===== src/rtl/cpu_pkg.sv =====
// Shared definitions for the CPU front end: loader state encoding and the NOP word.
package cpu_pkg;

  typedef enum logic [2:0] {
    S_CLEAR,
    S_CNT_HI,
    S_CNT_LO,
    S_DATA_HI,
    S_DATA_LO,
    S_RUN,
    S_ERR
  } loader_state_t;

  localparam logic [15:0] NOP_INSTR = 16'h0000;

endpackage


===== src/rtl/imem_ram.sv =====
// Instruction store: DEPTH x 16 words, one synchronous write port and one
// asynchronous read port for the CPU's same-cycle fetch.
module imem_ram #(
  parameter int DEPTH = 32,
  parameter int AW    = 5
) (
  input  logic          clk,
  input  logic          we,
  input  logic [AW-1:0] waddr,
  input  logic [15:0]   wdata,
  input  logic [AW-1:0] raddr,
  output logic [15:0]   rdata
);

  logic [15:0] mem [DEPTH];

  // NOTE: storage has no reset; the loader zeroes it word by word after every reset.
  always_ff @(posedge clk) begin
    if (we) begin
      mem[waddr] <= wdata;
    end
  end

  assign rdata = mem[raddr];

endmodule


===== src/rtl/imem_loader.sv =====
// Boot loader for the instruction memory: clears it, fills it from a byte
// stream, holds the CPU in reset until the image is in, and serves fetches.
module imem_loader
  import cpu_pkg::*;
#(
  parameter int DEPTH = 32,
  parameter int AW    = 5
) (
  input  logic        clk,
  input  logic        rst,
  input  logic        in_valid,
  input  logic [7:0]  in_data,
  output logic        in_ready,
  input  logic        reload,
  input  logic [15:0] pc_addr,
  output logic [15:0] instruction,
  output logic        cpu_rst,
  output logic        load_done,
  output logic        load_error,
  output logic [15:0] words_loaded
);

  loader_state_t state;
  loader_state_t state_next;

  logic [AW-1:0] clr_ptr;
  logic [AW-1:0] wr_ptr;
  logic [15:0]   count;
  logic [7:0]    hi_buf;
  logic          accept;
  logic [15:0]   count_full;

  logic          we;
  logic [AW-1:0] waddr;
  logic [15:0]   wdata;
  logic [15:0]   rdata;

  assign accept     = in_valid && in_ready;
  assign count_full = {count[15:8], in_data};

  // NOTE: every always_comb output gets a default first so no latch is inferred.
  always_comb begin
    state_next = state;
    case (state)
      S_CLEAR:   if (clr_ptr == AW'(DEPTH - 1)) state_next = S_CNT_HI;
      S_CNT_HI:  if (accept) state_next = S_CNT_LO;
      S_CNT_LO: begin
        if (accept) begin
          if (count_full == 16'd0)             state_next = S_RUN;
          else if (count_full > 16'(DEPTH))    state_next = S_ERR;
          else                                 state_next = S_DATA_HI;
        end
      end
      S_DATA_HI: if (accept) state_next = S_DATA_LO;
      S_DATA_LO: begin
        if (accept) begin
          if (16'(words_loaded + 16'd1) == count) state_next = S_RUN;
          else                                    state_next = S_DATA_HI;
        end
      end
      S_RUN, S_ERR: if (reload) state_next = S_CLEAR;
      default:      state_next = S_CLEAR;
    endcase
  end

  // Status outputs are registered from the next state so they change on the
  // same edge as the state itself.
  always_ff @(posedge clk) begin
    if (!rst) begin
      state        <= S_CLEAR;
      clr_ptr      <= '0;
      wr_ptr       <= '0;
      count        <= '0;
      words_loaded <= '0;
      hi_buf       <= '0;
      in_ready     <= 1'b0;
      cpu_rst      <= 1'b1;
      load_done    <= 1'b0;
      load_error   <= 1'b0;
    end else begin
      state      <= state_next;
      in_ready   <= (state_next inside {S_CNT_HI, S_CNT_LO, S_DATA_HI, S_DATA_LO});
      cpu_rst    <= (state_next != S_RUN);
      load_done  <= (state_next == S_RUN);
      load_error <= (state_next == S_ERR);
      case (state)
        S_CLEAR:   clr_ptr <= clr_ptr + 1'b1;
        S_CNT_HI:  if (accept) count[15:8] <= in_data;
        S_CNT_LO:  if (accept) count[7:0]  <= in_data;
        S_DATA_HI: if (accept) hi_buf      <= in_data;
        S_DATA_LO: begin
          if (accept) begin
            wr_ptr       <= wr_ptr + 1'b1;
            words_loaded <= words_loaded + 16'd1;
          end
        end
        S_RUN, S_ERR: begin
          if (reload) begin
            clr_ptr      <= '0;
            wr_ptr       <= '0;
            count        <= '0;
            words_loaded <= '0;
          end
        end
        default: ;
      endcase
    end
  end

  // Clearing and loading are mutually exclusive states, so one write port suffices.
  assign we    = rst && ((state == S_CLEAR) || ((state == S_DATA_LO) && accept));
  assign waddr = (state == S_CLEAR) ? clr_ptr : wr_ptr;
  assign wdata = (state == S_CLEAR) ? NOP_INSTR : {hi_buf, in_data};

  imem_ram #(
    .DEPTH (DEPTH),
    .AW    (AW)
  ) u_ram (
    .clk   (clk),
    .we    (we),
    .waddr (waddr),
    .wdata (wdata),
    .raddr (pc_addr[AW-1:0]),
    .rdata (rdata)
  );

  assign instruction = (pc_addr < 16'(DEPTH)) ? rdata : NOP_INSTR;

endmodule


===== config.mk =====
export PLATFORM = sky130hd
export DESIGN_NAME = imem_loader
export DESIGN_NICKNAME = d
export VERILOG_FILES = /design/src/rtl/cpu_pkg.sv /design/src/rtl/imem_ram.sv /design/src/rtl/imem_loader.sv
export SDC_FILE = /design/constraint.sdc
export NUM_CORES = 1
export LEC_CHECK = 0
export CORE_MARGIN = 1.5
export CORE_UTILIZATION = 61
export CTS_CLUSTER_DIAMETER = 50
export CTS_CLUSTER_SIZE = 20
export DETAILED_ROUTE_END_ITERATION = 10
export PLACE_DENSITY = 0.87
export SLEW_MARGIN = 20
export SYNTH_ARGS = -nofsm -noshare
export SYNTH_HDL_FRONTEND = slang
export SYNTH_SLANG_ARGS = --single-unit

===== constraint.sdc =====
create_clock -name clk -period 6.4 [get_ports clk]
set_input_delay 1.92 -clock clk [delete_from_list [all_inputs] [get_ports clk]]
set_output_delay 1.92 -clock clk [all_outputs]
set_load 0.02 [all_outputs]

=== Word level (Yosys, flattened, before mapping) ===
Memories as Yosys holds them, arrays and structs flattened.
Index checks and enable logic that the tools add are counted.

* Register bits: 57
* Bits in writable memories: 512
* Output and inout port bits: 36
* Memories kept: 1

{| class="wikitable"
|+ Memories
! memory !! depth !! bits a word !! rd ports !! clocked after Yosys merged registers in !! wr ports !! RTL line !! text
|-
| u_ram.mem || 32 || 16 || 1 || 0 || 1 || imem_ram.sv:15 || <nowiki>logic [15:0] mem [DEPTH];</nowiki>
|}

* $add $sub $neg: 3
* Magnitude comparators: 2
* Equality and inequality tests: 19
* Multiplexer cells: 25
* Reductions and logical operators: 17

{| class="wikitable"
|+ Operators with widths
! kind !! count
|-
| $mux 16 || 4
|-
| $pmux 16 s2 || 1
|-
| $pmux 8 s2 || 2
|-
| $mux 3 || 9
|-
| $pmux 5 s2 || 2
|-
| $eq 3x3->1 const B || 6
|-
| $pmux 3 s6 || 1
|-
| $add 16x1->16 const B || 1
|-
| $eq 16x16->1 || 1
|-
| $gt 16x6->1 const B || 1
|-
| $logic_not 16->1 || 1
|-
| $lt 16x6->1 const B || 1
|-
| $mux 5 || 3
|-
| $eq 3x2->1 const B || 4
|-
| $add 5x1->5 const B || 2
|-
| $reduce_and 3->1 || 3
|-
| $mux 8 || 1
|-
| $ne 2x2->1 const B || 4
|-
| $reduce_bool 2->1 || 4
|-
| $eq 3x1->1 const B || 2
|-
| $eq 5x5->1 const B || 1
|-
| $reduce_and 2->1 || 2
|-
| $reduce_bool 4->1 || 1
|-
| $logic_and 1x1->1 || 3
|-
| other kinds (5) || 6
|}

=== Depth between registers and ports, before layout ===
* Depth after elaboration: 7
* Gate-level depth with buffers: 9
* Mapped depth without buffers: 9

=== By module ===
From an unflattened synthesis, not the netlist that was laid out.

* Cells, all modules: 1569
* Area total of the unflattened synthesis: 23677.7 µm²

{| class="wikitable"
|+ Modules (own cells, without submodules)
! module !! instances !! cells an instance !! area an instance (µm²) !! sequential area each (µm²)
|-
| imem_ram || 1 || 1127 || 20215.6 || 15374.7
|-
| imem_loader || 1 || 442 || 3462.1 || 1141.1
|}

=== Worst setup path before layout ===
Ideal clock, no wire load.

* Path type: in2out
* Start: input pc_addr[0]
* End: output instruction[11]
* Arrival: 3.991 ns
* Required time: 4.480 ns
* Slack: 0.489 ns
* Cell stages on the path: 6
* Cells stage by stage: buf_2 -> buf_1 -> mux4_2 -> mux4_2 -> mux2i_1 -> nor2_1

* Longest elaborated chain between the ends: 2
* Elaborated cells between the ends (all ways): 3
* Classes of those cells: order compare (1); mux (1); memory (1)

{| class="wikitable"
|+ RTL lines
! element !! RTL line !! text
|-
| start: declaration || imem_loader.sv:15 || <nowiki>input logic [15:0] pc_addr,</nowiki>
|-
| $lt 16x6->1 / $mem_v2 32x16 (equally long branches) || n/a ||
|-
| $mux 16 (*) || imem_loader.sv:127 || <nowiki>assign instruction = (pc_addr < 16'(DEPTH)) ? rdata : NOP_INSTR;</nowiki>
|-
| end: declaration || imem_loader.sv:16 || <nowiki>output logic [15:0] instruction,</nowiki>
|}

Mark *: on every way between the ends. The rest lies on a longest branch, timed or not.

=== Worst setup path after layout ===
* Start: input pc_addr[0]
* End: output instruction[6]

The elaborated chain is that of the path after synthesis.

==> impl_metrics.csv <==
group,metric,value,unit
global_routing,grt_start_max_net_pins,39,
placement,gp_routability_congestion,0.880,
synthesis,synth.top_cell.area_share,66.9,%
cells_and_area,nFillCells,2101,
sta,fin_ws,0.0164,ns
cts,clkLatencyLatePin,0.60,ns
power,power_density,276,mW/mm^2
power,power,7190,uW
synthesis,synthSimpleGateAreaFrac,6.13,%
worst_setup_path,critical_path.max_fanout,17,
global_routing,grt_overflow,0,
route,drt_pre_antenna_iters,5,
route,wl,57500,um
synthesis,syn_nets,1259,
cells_and_area,stdcell_area,0.0260,sq mm
worst_setup_path,cp_data_required_time,4.48,ns
cts,cts.reportedPaths.clkPinSlew,0.06,ns
synthesis,async_reset_ff_share,0,%
route,ant_nets,0,
synthesis,synthesis.area,0.0230,sq mm
power,p_leak,0.00898,uW
sta,max_freq,0.157,GHz
die,rows,70,
route,via_per_inst,6.88,
synthesis,synth_compound_gate_area_share,2.66,%
route,vias,12800,
cts,h-tree-depth,2,
cts,numCtsBuffers,43,
die,num_io_pins,64,
sta,slew_headroom,24.4,%
cells_and_area,drive_gt1_share,24.4,%
placement,dpl_cell_area,0.0245,sq mm
die,dieArea,0.0388,sq mm
cells_and_area,diodes,0,
die,die_y,197,um
synthesis,synth.area.top_cells,"edfxtp_1, mux4_2, dfxtp_1",
die,start_util,62.3,%
route,routedWlPerCell,31.0,um
cts,clock-sinks,569,
worst_setup_path,cp.arrival,4.46,ns
synthesis,synth_cell_types,64,
sta,setup_tns,0,ns
sta,finalCriticalPeriod,6.38,ns
cts,cts_buffer_depth,3,
placement,dp_slack,-0.00408,ns
cells_and_area,finalNetCount,1353,
sta,finalMaxSlewViolations,0,
hold_path,holdCritPathClass,"reg2reg",
synthesis,ys_seq_area_share,71.9,%
synthesis,synth_fa_ha_area_share,0.218,%
synthesis,synth-seq-cells,569,
synthesis,synth_edf_count,512,
power,ir_drop,0.201,mV
cts,hold_buffers,0,
placement,dp_hpwl,31600,um
global_routing,antenna_found_initial,1,
synthesis,synth_xor_area_share,0.953,%
global_routing,grt_pass1_vias,12900,
worst_setup_path,criticalPathCategory,"in2out",
global_routing,grtUsageTotal,30.3,%
sta,skew,0.0500,ns
status,status,"finished, final reports clean",
synthesis,ys_top_cells_by_count,"edfxtp_1, mux4_2, nor2_1",
synthesis,yosysWarnings,0,
die,die_w,197,um
route,remaining_drc_errors,0,
sta,final_hold_viol_count,0,
synthesis,avgSynthCellArea,18.7,sq um
route,first_iter_violations,1665,
cells_and_area,utilization,70.6,%
worst_setup_path,endpoint_kind,"primary output",
sta,fin_crit_sh,99.7,%
worst_setup_path,cp-start-kind,"input pin",
synthesis,yosysTopAreaCell,"edfxtp_1",
cts,cts_root_buffer,"clkbuf_16",
run,maxCapViolCount,0,
synthesis,synth_top_family_by_area,"multiplexers",
global_routing,grt_pass1_wl,83500,um
synthesis,synth_ff_type,"edfxtp_1",
sta,worstMarginPinSlew,1.13,ns
synthesis,synth.most_common_cell,"edfxtp_1",
synthesis,muxShareOfSynthArea,16.8,%
sta,setup_violations,0,
placement,io_buffer_count,63,
cts,cts_tree,"built",
cells_and_area,syn_to_final_growth,13.3,%
die,core,0.0369,sq mm
synthesis,synth_cells,1227,
per-layer routing:
layer | vias to the layer above | wire (um) | track usage (%)
met4 | 2 | 2230 | 11.5
met3 | 145 | 5670 | 5.94
met2 | 885 | 28900 | 50.5
met5 | - | 12 | 0
met1 | 6569 | 20700 | 40.1
li1 | 5175 | - | -
cell type report:
type	instances	area, sq um	share of cell area (%)
tap	504	631	2.42
clock buffer	48	1100	4.24
timing repair buffer	119	1200	4.61
multi-input combinational	585	6240	24.0
clock inverter	29	327	1.25
inverter	3	11.3	0.0433
sequential	569	16500	63.4
worst max-delay path, stage by stage:
cell and delay, ns:
clkbuf_8 0.21, buf_12 0.22, mux4_2 0.57, mux4_2 0.49
mux2i_1 0.39, nor2_1 0.07, clkdlybuf4s50_1 0.56
power by group:
| part | total [uW] | switching [uW] | internal (uW) |
|---|---|---|---|
| registers | 4060 | 14.9 | 4040 |
| logic | 347 | 199 | 149 |
| clock network | 2780 | 1390 | 1390 |
| total | 7190 | 1600 | 5590 |
per-stage QoR:
stage	instances	hold WS, ns
3_5_place_dp	1780	0.478
6_report	1857	0.491
3_3_place_gp	1780	0.467
5_1_grt	1857	0.522
2_1_floorplan	1227	0.455
4_1_cts	1857	0.492
logic make-up after synthesis:
| group | after synthesis |
|---|---|
| adder cells (fa/ha/maj) | 4 |
| XOR/XNOR | 25 |
| AND/OR/NAND/NOR | 271 |
| multiplexers | 186 |
| buffers and inverters | 73 |
| flip-flops | 569 |
| AO/OA/AOI/OAI | 99 |
path summary, 6_finish.rpt:
path	slack (ns)	depth (start not counted)	end	startpoint
max reg2reg	2.77	6	u_ram.mem[18][7]	state[2]
max	0.02	7	instruction[6]	pc_addr[0]
min	0.49	2	hi_buf[2]	hi_buf[2]
min reg2reg	0.49	2	hi_buf[2]	hi_buf[2]
cell usage in the layout (no fill, tap or decap), drive strengths merged, types with 18 or more instances in the layout:
cell type	count
o21ai	23
clkdlybuf4s50	51
nor2	105
a21oi	35
mux2i	26
mux4	160
dfxtp	57
and2	18
nand2	48
buf	59
clkbuf	49
edfxtp	512
flip-flops by register name, indices dropped and copies added, names as in the netlist, 3 cells and up:
name	count
u_ram.mem	512
count	16
words_loaded	16
hi_buf	8
clr_ptr	5
wr_ptr	5
state	3
repair_timing:
| action | CTS | global route |
|---|---|---|
| endpoints found under the setup margin | 3 | 7 |
| gates cloned | 0 | 0 |
| endpoints found under the hold margin | 0 | 0 |
| setup buffers | 0 | 0 |
| gates resized for setup | 4 | 9 |
Note: power is estimated with default switching activity, not from simulation.
